<file path="config.mk">
export PLATFORM = sky130hd
export DESIGN_NAME = vx_rop_perf_unit
export DESIGN_NICKNAME = d
export VERILOG_FILES = /design/src/rtl/vx_rop_perf_unit_pkg.sv /design/src/rtl/vx_rop_perf_unit_if.sv /design/src/rtl/vx_rop_perf_unit_pending.sv /design/src/rtl/vx_rop_perf_unit.sv
export SDC_FILE = /design/constraint.sdc
export NUM_CORES = 1
export LEC_CHECK = 0
export BUFFER_PORTS_ARGS = -buffer_cell sky130_fd_sc_hd__buf_2
export CORE_MARGIN = 4
export CORE_UTILIZATION = 26
export CTS_CLUSTER_DIAMETER = 30
export DETAILED_ROUTE_END_ITERATION = 8
export PLACE_DENSITY = 0.39
export RECOVER_POWER = 25
export SLEW_MARGIN = 20
export SYNTH_ARGS = -nofsm -noshare
export SYNTH_HDL_FRONTEND = slang
export SYNTH_SLANG_ARGS = --single-unit
</file>
<file path="constraint.sdc">
create_clock -name clk -period 12.9 [get_ports clk]
set_clock_uncertainty 0.15 [all_clocks]
set_input_delay 3.225 -clock clk [delete_from_list [all_inputs] [get_ports clk]]
set_output_delay 3.225 -clock clk [all_outputs]
set_load 0.01 [all_outputs]
</file>
<file path="src/rtl/vx_rop_perf_unit_pkg.sv">
// Shared types and helpers for the ROP performance-counter engine.
// Counter bundle, saturating add with overflow, and popcount.
package vx_rop_perf_unit_pkg;

    localparam int PERF_CTR_BITS = 44;
    localparam int DEF_NUM_PORTS = 4;
    localparam int MAX_PORTS     = 16;
    localparam int MAX_CTR_BITS  = 64;

    typedef logic [MAX_CTR_BITS-1:0] wide_t;

    typedef struct packed {
        wide_t reads;
        wide_t writes;
        wide_t latency;
        wide_t stalls;
    } perf_ctrs_t;

    typedef struct packed {
        wide_t sum;
        logic  ovf;
    } sat_res_t;

    // Add b to a, clamping at 2^w-1; ovf flags a clamped result.
    function automatic sat_res_t sat_add(
        input wide_t       a,
        input wide_t       b,
        input int unsigned w
    );
        logic [MAX_CTR_BITS:0] s;
        logic [MAX_CTR_BITS:0] mx;
        sat_res_t              r;
        s  = {1'b0, a} + {1'b0, b};
        mx = ({{MAX_CTR_BITS{1'b0}}, 1'b1} << w)
           - {{MAX_CTR_BITS{1'b0}}, 1'b1};
        if (s > mx) begin
            r.sum = mx[MAX_CTR_BITS-1:0];
            r.ovf = 1'b1;
        end else begin
            r.sum = s[MAX_CTR_BITS-1:0];
            r.ovf = 1'b0;
        end
        return r;
    endfunction

    function automatic logic [4:0] popcount16(input logic [15:0] v);
        logic [4:0] c;
        c = '0;
        for (int i = 0; i < 16; i++) begin
            c = c + {4'b0, v[i]};
        end
        return c;
    endfunction

endpackage

</file>
<file path="src/rtl/vx_rop_perf_unit_if.sv">
// ROP perf counter bundle; the engine drives the master side,
// the CSR unit reads the slave side.
interface vx_rop_perf_unit_if #(
    parameter int CTR_BITS = 44
);
    logic [CTR_BITS-1:0] mem_reads;
    logic [CTR_BITS-1:0] mem_writes;
    logic [CTR_BITS-1:0] mem_latency;
    logic [CTR_BITS-1:0] stall_cycles;

    modport master (
        output mem_reads,
        output mem_writes,
        output mem_latency,
        output stall_cycles
    );

    modport slave (
        input mem_reads,
        input mem_writes,
        input mem_latency,
        input stall_cycles
    );
endinterface

</file>
<file path="src/rtl/vx_rop_perf_unit_pending.sv">
// Per-port outstanding-read tracker. Saturates at both ends and
// reports an error pulse on underflow or overflow attempts.
module vx_rop_perf_unit_pending #(
    parameter int PENDING_BITS = 8
) (
    input  logic                    clk,
    input  logic                    reset,
    input  logic                    rd_fire_i,
    input  logic                    rsp_fire_i,
    output logic [PENDING_BITS-1:0] pending_o,
    output logic                    err_o
);

    localparam logic [PENDING_BITS-1:0] PEND_MAX = '1;
    localparam logic [PENDING_BITS-1:0] PEND_ONE = PENDING_BITS'(1);

    logic [PENDING_BITS-1:0] pend_q;
    logic [PENDING_BITS-1:0] pend_d;

    // Next pending value; a read and a response together cancel out.
    always_comb begin
        pend_d = pend_q;
        err_o  = 1'b0;
        if (rd_fire_i && !rsp_fire_i) begin
            if (pend_q == PEND_MAX) begin
                err_o = 1'b1;
            end else begin
                pend_d = pend_q + PEND_ONE;
            end
        end else if (!rd_fire_i && rsp_fire_i) begin
            if (pend_q == '0) begin
                err_o = 1'b1;
            end else begin
                pend_d = pend_q - PEND_ONE;
            end
        end
    end

    // Pending register; only reset clears it.
    always_ff @(posedge clk) begin
        if (reset) begin
            pend_q <= '0;
        end else begin
            pend_q <= pend_d;
        end
    end

    assign pending_o = pend_q;

endmodule

</file>
<file path="src/rtl/vx_rop_perf_unit.sv">
// ROP performance-counter engine: saturating read, write, latency
// and stall counters with clear, freeze and sticky error flags.
module vx_rop_perf_unit
    import vx_rop_perf_unit_pkg::*;
#(
    parameter int NUM_PORTS    = DEF_NUM_PORTS,
    parameter int CTR_BITS     = PERF_CTR_BITS,
    parameter int PENDING_BITS = 8
) (
    input  logic                 clk,
    input  logic                 reset,
    input  logic                 clear,
    input  logic                 freeze,
    input  logic [NUM_PORTS-1:0] req_valid,
    input  logic [NUM_PORTS-1:0] req_ready,
    input  logic [NUM_PORTS-1:0] req_rw,
    input  logic [NUM_PORTS-1:0] rsp_valid,
    input  logic [NUM_PORTS-1:0] rsp_ready,
    input  logic                 pipe_stall,
    output logic [CTR_BITS-1:0]  mem_reads,
    output logic [CTR_BITS-1:0]  mem_writes,
    output logic [CTR_BITS-1:0]  mem_latency,
    output logic [CTR_BITS-1:0]  stall_cycles,
    output logic                 overflow,
    output logic                 pending_err
);

    localparam int PC_W  = $clog2(NUM_PORTS + 1);
    localparam int SUM_W = PENDING_BITS + $clog2(NUM_PORTS);

    logic [NUM_PORTS-1:0]    req_fire;
    logic [NUM_PORTS-1:0]    rd_fire;
    logic [NUM_PORTS-1:0]    wr_fire;
    logic [NUM_PORTS-1:0]    rsp_fire;
    logic [NUM_PORTS-1:0]    perr_vec;
    logic [PENDING_BITS-1:0] pend [NUM_PORTS];

    logic [PC_W-1:0]  rd_cnt;
    logic [PC_W-1:0]  wr_cnt;
    logic [SUM_W-1:0] pend_sum;
    logic             stall_ev;

    perf_ctrs_t ctr_q;
    perf_ctrs_t ctr_d;
    logic       ovf_q;
    logic       ovf_d;
    logic       perr_q;

    sat_res_t r_rd;
    sat_res_t r_wr;
    sat_res_t r_lat;
    sat_res_t r_stl;

    assign req_fire = req_valid & req_ready;
    assign rd_fire  = req_fire & ~req_rw;
    assign wr_fire  = req_fire & req_rw;
    assign rsp_fire = rsp_valid & rsp_ready;
    assign stall_ev = pipe_stall | (|(req_valid & ~req_ready));

    assign rd_cnt = PC_W'(popcount16(16'(rd_fire)));
    assign wr_cnt = PC_W'(popcount16(16'(wr_fire)));

    for (genvar i = 0; i < NUM_PORTS; i++) begin : g_port
        vx_rop_perf_unit_pending #(
            .PENDING_BITS (PENDING_BITS)
        ) u_pend (
            .clk        (clk),
            .reset      (reset),
            .rd_fire_i  (rd_fire[i]),
            .rsp_fire_i (rsp_fire[i]),
            .pending_o  (pend[i]),
            .err_o      (perr_vec[i])
        );
    end

    // Total outstanding reads, taken before this cycle's update.
    always_comb begin
        pend_sum = '0;
        for (int i = 0; i < NUM_PORTS; i++) begin
            pend_sum = pend_sum + SUM_W'(pend[i]);
        end
    end

    // Saturating next-state for all four counters.
    always_comb begin
        r_rd  = sat_add(ctr_q.reads, wide_t'(rd_cnt), CTR_BITS);
        r_wr  = sat_add(ctr_q.writes, wide_t'(wr_cnt), CTR_BITS);
        r_lat = sat_add(ctr_q.latency, wide_t'(pend_sum), CTR_BITS);
        r_stl = sat_add(ctr_q.stalls, wide_t'(stall_ev), CTR_BITS);
        ctr_d.reads   = r_rd.sum;
        ctr_d.writes  = r_wr.sum;
        ctr_d.latency = r_lat.sum;
        ctr_d.stalls  = r_stl.sum;
        ovf_d = r_rd.ovf | r_wr.ovf | r_lat.ovf | r_stl.ovf;
    end

    // Counter and flag state: reset > clear > freeze > count.
    always_ff @(posedge clk) begin
        if (reset) begin
            ctr_q  <= '0;
            ovf_q  <= 1'b0;
            perr_q <= 1'b0;
        end else if (clear) begin
            ctr_q  <= '0;
            ovf_q  <= 1'b0;
            perr_q <= 1'b0;
        end else begin
            if (!freeze) begin
                ctr_q <= ctr_d;
                ovf_q <= ovf_q | ovf_d;
            end
            perr_q <= perr_q | (|perr_vec);
        end
    end

    vx_rop_perf_unit_if #(.CTR_BITS(CTR_BITS)) perf_if ();

    assign perf_if.mem_reads    = ctr_q.reads[CTR_BITS-1:0];
    assign perf_if.mem_writes   = ctr_q.writes[CTR_BITS-1:0];
    assign perf_if.mem_latency  = ctr_q.latency[CTR_BITS-1:0];
    assign perf_if.stall_cycles = ctr_q.stalls[CTR_BITS-1:0];

    assign mem_reads    = perf_if.mem_reads;
    assign mem_writes   = perf_if.mem_writes;
    assign mem_latency  = perf_if.mem_latency;
    assign stall_cycles = perf_if.stall_cycles;
    assign overflow     = ovf_q;
    assign pending_err  = perr_q;

endmodule

</file>
## After elaboration in Yosys (flattened, before gate mapping)

Index checks and enable logic that the tools add are counted.

| storage, ports and cells | value |
|---|---|
| output and inout port bits | 178 |
| word-level logic and storage cells | 127 |
| bits in registers | 290 |

| operators by class | value |
|---|---|
| order comparisons | 4 |
| $add $sub $neg | 21 |
| equal/unequal tests | 12 |
| reductions and logical operators | 31 |
| bitwise gates (word level) | 13 |
| multiplexer cells | 36 |

Operators with widths:

| cell | count |
|---|---|
| 65-bit by 44-bit greater-than comparator with 1-bit output, second input constant | 4 |
| 65-bit two-way mux | 4 |
| 64-bit by 3-bit adder with 65-bit output | 2 |
| 8-bit two-way mux | 16 |
| 64-bit by 1-bit adder with 65-bit output | 1 |
| 64-bit by 10-bit adder with 65-bit output | 1 |
| 8-bit by 1-bit adder with 8-bit output, second input constant | 4 |
| 8-bit == test, second input constant | 4 |
| 8-bit zero test | 4 |
| 8-bit by 1-bit subtractor with 8-bit output, second input constant | 4 |
| 4-bit bitwise AND | 5 |
| 1-bit two-way mux | 16 |
| 3-bit AND reduction | 4 |
| 10-bit by 8-bit adder with 10-bit output | 1 |
| 9-bit by 8-bit adder with 10-bit output | 1 |
| 8-bit by 8-bit adder with 9-bit output | 1 |
| 1-bit logical AND | 8 |
| 1-bit zero test | 8 |
| 2-bit by 1-bit inequality test with 1-bit output, second input constant | 4 |
| 2-bit inequality test, second input constant | 4 |
| 4-bit inverter | 2 |
| 2-bit nonzero test | 4 |
| 4-bit OR reduction | 2 |
| 2-bit by 1-bit adder with 3-bit output | 2 |
| other kinds (4) | 11 |

## Longest topological paths before layout

| logic depth | value |
|---|---|
| word-level depth | 12 |
| gate-level depth with buffers | 21 |
| gate-level depth less buffers | 18 |

## Modules after synthesis

Synthesis repeated with hierarchy kept, for this count alone.

| second synthesis, totals | value |
|---|---|
| cell total of the unflattened synthesis | 2406 |
| area, all modules | 19168.4 µm² |

Modules (own cells, without submodules):

| module | area each (µm²) | cells each | times used |
|---|---|---|---|
| vx_rop_perf_unit | 16716.0 | 2114 | 1 |
| vx_rop_perf_unit_pending | 613.1 | 73 | 4 |

## Least setup slack after synthesis

Ideal clock, no wire load.

| timing | value |
|---|---|
| path type | in2reg |
| start | in req_valid[0] |
| end | reg ctr_q, in the netlist mem_reads[30] |
| path buffers | 3 |
| path slack | 5.714 ns |
| cell stages on the path | 21 |
| arrival time | 6.908 ns |
| data required time | 12.622 ns |
| path through | nand2_1 > or2_2 > inv_1 > fa_1 > inv_1 > fa_1 > inv_1 > fa_1 > and2_1 > clkbuf_1 > and4_1 > nand4_1 > o31a_1 > nor3_1 > nand4b_1 > nor4_2 > buf_4 > nand2_4 > buf_6 > o32ai_1 > nor2_1 |

| on the way | value |
|---|---|
| cells in the longest elaborated chain, start to end | 8 |

Ends and longest elaborated chain:

| element | line | source |
|---|---|---|
| from (decl) | vx_rop_perf_unit.sv:14 | `input logic [NUM_PORTS-1:0] req_valid,` |
| 4-bit bitwise AND (*) | vx_rop_perf_unit.sv:54 | `assign req_fire = req_valid & req_ready;` |
| 4-bit bitwise AND (*) | vx_rop_perf_unit.sv:55 | `assign rd_fire = req_fire & ~req_rw;` |
| 1-bit by 1-bit adder with 2-bit output (*) | vx_rop_perf_unit_pkg.sv:50 | `c = c + {4'b0, v[i]};` |
| 2-bit by 1-bit adder with 3-bit output (*) | vx_rop_perf_unit_pkg.sv:50 |  |
| 3-bit by 1-bit adder with 3-bit output (*) | vx_rop_perf_unit_pkg.sv:50 |  |
| 64-bit by 3-bit adder with 65-bit output (*) | vx_rop_perf_unit_pkg.sv:33 | `s = {1'b0, a} + {1'b0, b};` |
| 65-bit by 44-bit greater-than comparator with 1-bit output | vx_rop_perf_unit_pkg.sv:36 | `if (s > mx) begin` |
| 65-bit two-way mux (*) | vx_rop_perf_unit_pkg.sv:36 |  |
| to (signal assigned) | vx_rop_perf_unit.sv:109 | `ctr_q <= ctr_d;` |
| to (decl) | vx_rop_perf_unit.sv:43 | `perf_ctrs_t ctr_q;` |

Mark *: on every way between the ends. The rest lies on a longest branch, timed or not.
A chain may end at the register's enable or synchronous reset.

## Worst setup path in the final report

| timing | value |
|---|---|
| start | in req_valid[0] |
| end | reg ctr_q, in the netlist mem_reads[17] |

The elaborated chain is that of the path after synthesis.

==> metrics.md <==
| Metric | Value |
|---|---|
| Layout Nets | 2,469 |
| Post_cts resized | 0 |
| # setup viols final | 0 |
| HPWL after DPL | 44.2 mm |
| Total GRT Usage | 16.1% |
| Most used DFF post-synth | dfxtp_1 |
| Routability cong. | 0.823 |
| Root buffer cell | clkbuf_16 |
| Worst slew pin tran | 1810 ps |
| EDFF count, synth | 0 |
| Pins over their slew limit | 35 |
| Largest net degree at the start of global routing | 91 |
| # hold bufs at CTS | 0 |
| Buffers on Ports | 202 |
| Cell area after synthesis | 18,700 sq um |
| First-pass GRT wire length | 101 mm |
| Mapped Nets | 2,453 |
| Final hold vios | 0 |
| Die ar. | 76,500 sq um |
| # IOs | 203 |
| Min-Delay Endpoint | ctr_q[174] |
| R2R depth | 20 |
| # DRC | 0 |
| CTS Buffer Depth | 3 |
| Hold/Removal Path Class | flip-flop to flip-flop |
| H-tree levels | 3 |
| Crit path kind | primary input to flip-flop |
| Worst EP required | 13,250 ps |
| Failing checks | max-capacitance violations, max-slew violations |
| Slack of the worst reg-to-reg path | 6250 ps |
| Clock sink count | 290 |
| WL final | 63.7 mm |
| Crit share post-route | 61.7% |
| Worst path arrival time | 8310 ps |
| Syn_area_per_cell | 7.97 sq um |
| Initial antenna violation count | 1 |
| Commonest cells after routing, fill and taps aside | dfxtp_1, nor2_1, a21oi_1 |
| Share of layout cells above drive strength 1 | 13.6% |
| Die Wd | 277 microns |
| CTS Buf Count | 98 |
| Crit Path Max Fanout | 47 |
| Library cells used by synthesis | 81 |
| WL/cell | 18.8 microns |
| Setup ws final | 4940 ps |
| TritonCTS clock tree | yes |
| Outcome | complete, but fails checks |
| Postcts setup bufs | 0 |
| Worst slack, placed | 4250 ps |
| Setup crit start kind | primary input |
| Core area | 71,500 sq um |
| DRT Pass-1 Iters | 5 |
| Slew HR | -20.6% |
| Leak Pwr | 0.00851 uW |
| DR iter-0 viols | 1,164 |
| Pwr/cell area | 184 nW/um^2 |
| Min cycle time layout | 7960 ps |
| Max cap viols | 1 |
| Syn-to-layout area delta | 20.1% |
| Total global routing overflow | 0 |
| Vias in the first global route | 17,100 |
| Vias/cell | 5.14 |
| Setup TNS | 0 ps |
| Routed vias | 17,500 |
| Final core occ | 31.5% |
| DRT antenna net count | 0 |
| Most common cell after layout, fill and taps aside | dfxtp_1 |
| HP Start | ctr_q[174] |
| Maximum clock frequency | 0.126 GHz |
| RSZ-0062 raised after global routing | false |
| R2r endpoint | mem_latency[40] |
| Critical Path End Type | flip-flop |
| Fillers | 7,524 |
| Clk slew on worst S/H paths | 40 ps |
| Worst reg2reg startpoint | g_port[0].u_pend.pending_o[5] |
| Worst vdd ir | 0.0951 mV |
| Seq/Total Area, Yosys | 31.0% |
| Skew-Pair Late Insertion Delay | 620 ps |
| WHS Path Cells | 2 |
| Yosys reg bits | 290 |
| Async SR Flop Fraction | 0% |
| Row count | 98 |
| Gate Count Post-Synth | 2,352 |
| Syn. warnings | 0 |
| Initial Utilization | 26.2% |
| Die Ht | 277 microns |
[cells by family after synthesis]
group / Yosys count / synth area share, %
AOI/OAI and AO/OA: 537 / 18.9
xor gates and xnor gates: 72 / 3.36
adders and majority gates: 76 / 6.39
buffers and inverters: 408 / 12.3
DFF: 290 / 31.0
muxes: 18 / 0.975
and+or+nand+nor: 951 / 27.1
[metal layers]
metal | share of wire (%) | wire length, microns | GRT usage (%)
met4 | 2.2 | 1430 | 5.30
met3 | 5.9 | 3780 | 3.63
met5 | 0 | 0 | 0
met2 | 44 | 28100 | 24.8
met1 | 48 | 30400 | 22.4
[per-stage QoR]
step | power (uW) | std cells | instance area, sq um | hold WS, ps
final | 4150 | 3398 | 22500 | 354
after floorplan | 1570 | 2352 | 18700 | 312
after CTS | 4210 | 3396 | 22600 | 352
after detailed placement | 1750 | 3217 | 19200 | 346
after global routing | 4390 | 3398 | 22500 | 377
after global placement | 1740 | 3217 | 19200 | 335
[critical path, cell delays in order]
cell and delay, ps:
buf_2 110, nand2_1 50, or2_2 140, inv_1 100
fa_1 510, inv_1 50, fa_1 430, inv_1 100
fa_1 180, and2_1 310, and4_1 350, nand4_1 270
o31a_1 370, nor3_1 190, nand4b_1 180, nor4_4 300
buf_4 520, and2_1 210, buf_4 330, a41oi_1 180
o21a_1 150
[where the power goes]
part / leakage (uW) / switching, uW / total, uW / internal, uW
Combinational: 0.00449 / 433 / 729 / 296
Clock: 0.00168 / 665 / 2420 / 1760
Sequential: 0.00234 / 53.5 / 994 / 941
Total: 0.00851 / 1150 / 4150 / 2990
[flip-flops by register name, indices dropped and copies added, names as in the netlist]
name / flops
mem_latency: 44
overflow: 1
ctr_q: 80
stall_cycles: 44
mem_reads: 44
g_port.u_pend.pending_o: 32
mem_writes: 44
pending_err: 1
[cells in the mapped netlist, drive strengths merged, types with 7 or more instances]
cell type    n  area [sq um]
a211o       13           114
a211oi      38           285
a21o        10          75.1
a21oi      211          1060
a311oi      87           762
a31oi       21           131
and2        26           163
and3       144           901
and4        29           254
buf        230          1630
clkbuf      69           263
dfxtp      290          5810
fa          33           661
ha          43           538
inv        109           409
mux2i       16           160
nand2      146           563
nand2b      13          81.3
nand3      120           613
nand4       92           601
nor2       244           916
nor3        57           300
nor4        32           308
o21a        11          82.6
o21ai       64           320
o21bai      13          97.6
o221a       18           203
o22ai        7          43.8
o31ai        7          52.6
or2         15          93.8
or4          7          56.3
xnor2       53           464
xor2        19           166
[worst max-delay path by stage]
stage / depth (start not counted) / to / start / slack, ps
final: 21 / mem_reads[17] / req_valid[0] / 4940
after detailed placement: 21 / mem_reads[17] / req_valid[0] / 4250
after floorplan: 21 / mem_reads[30] / req_valid[0] / 5710
after CTS: 21 / mem_reads[17] / req_valid[0] / 4940
after global routing: 21 / mem_reads[17] / req_valid[0] / 4570
after global placement: 21 / mem_reads[17] / req_valid[0] / 4430
[cell type report]
cell class,instances,area (sq um),share of cell area [%]
inverter,109,410,1.82
antenna,1,2.50,0.0111
sequential,290,5810,25.8
multi-input combinational,1654,10700,47.4
timing repair buffer,215,987,4.39
clock buffer,151,3010,13.4
tap,950,1190,5.28
clock inverter,28,429,1.91
Power figures use the tool's default switching activity.
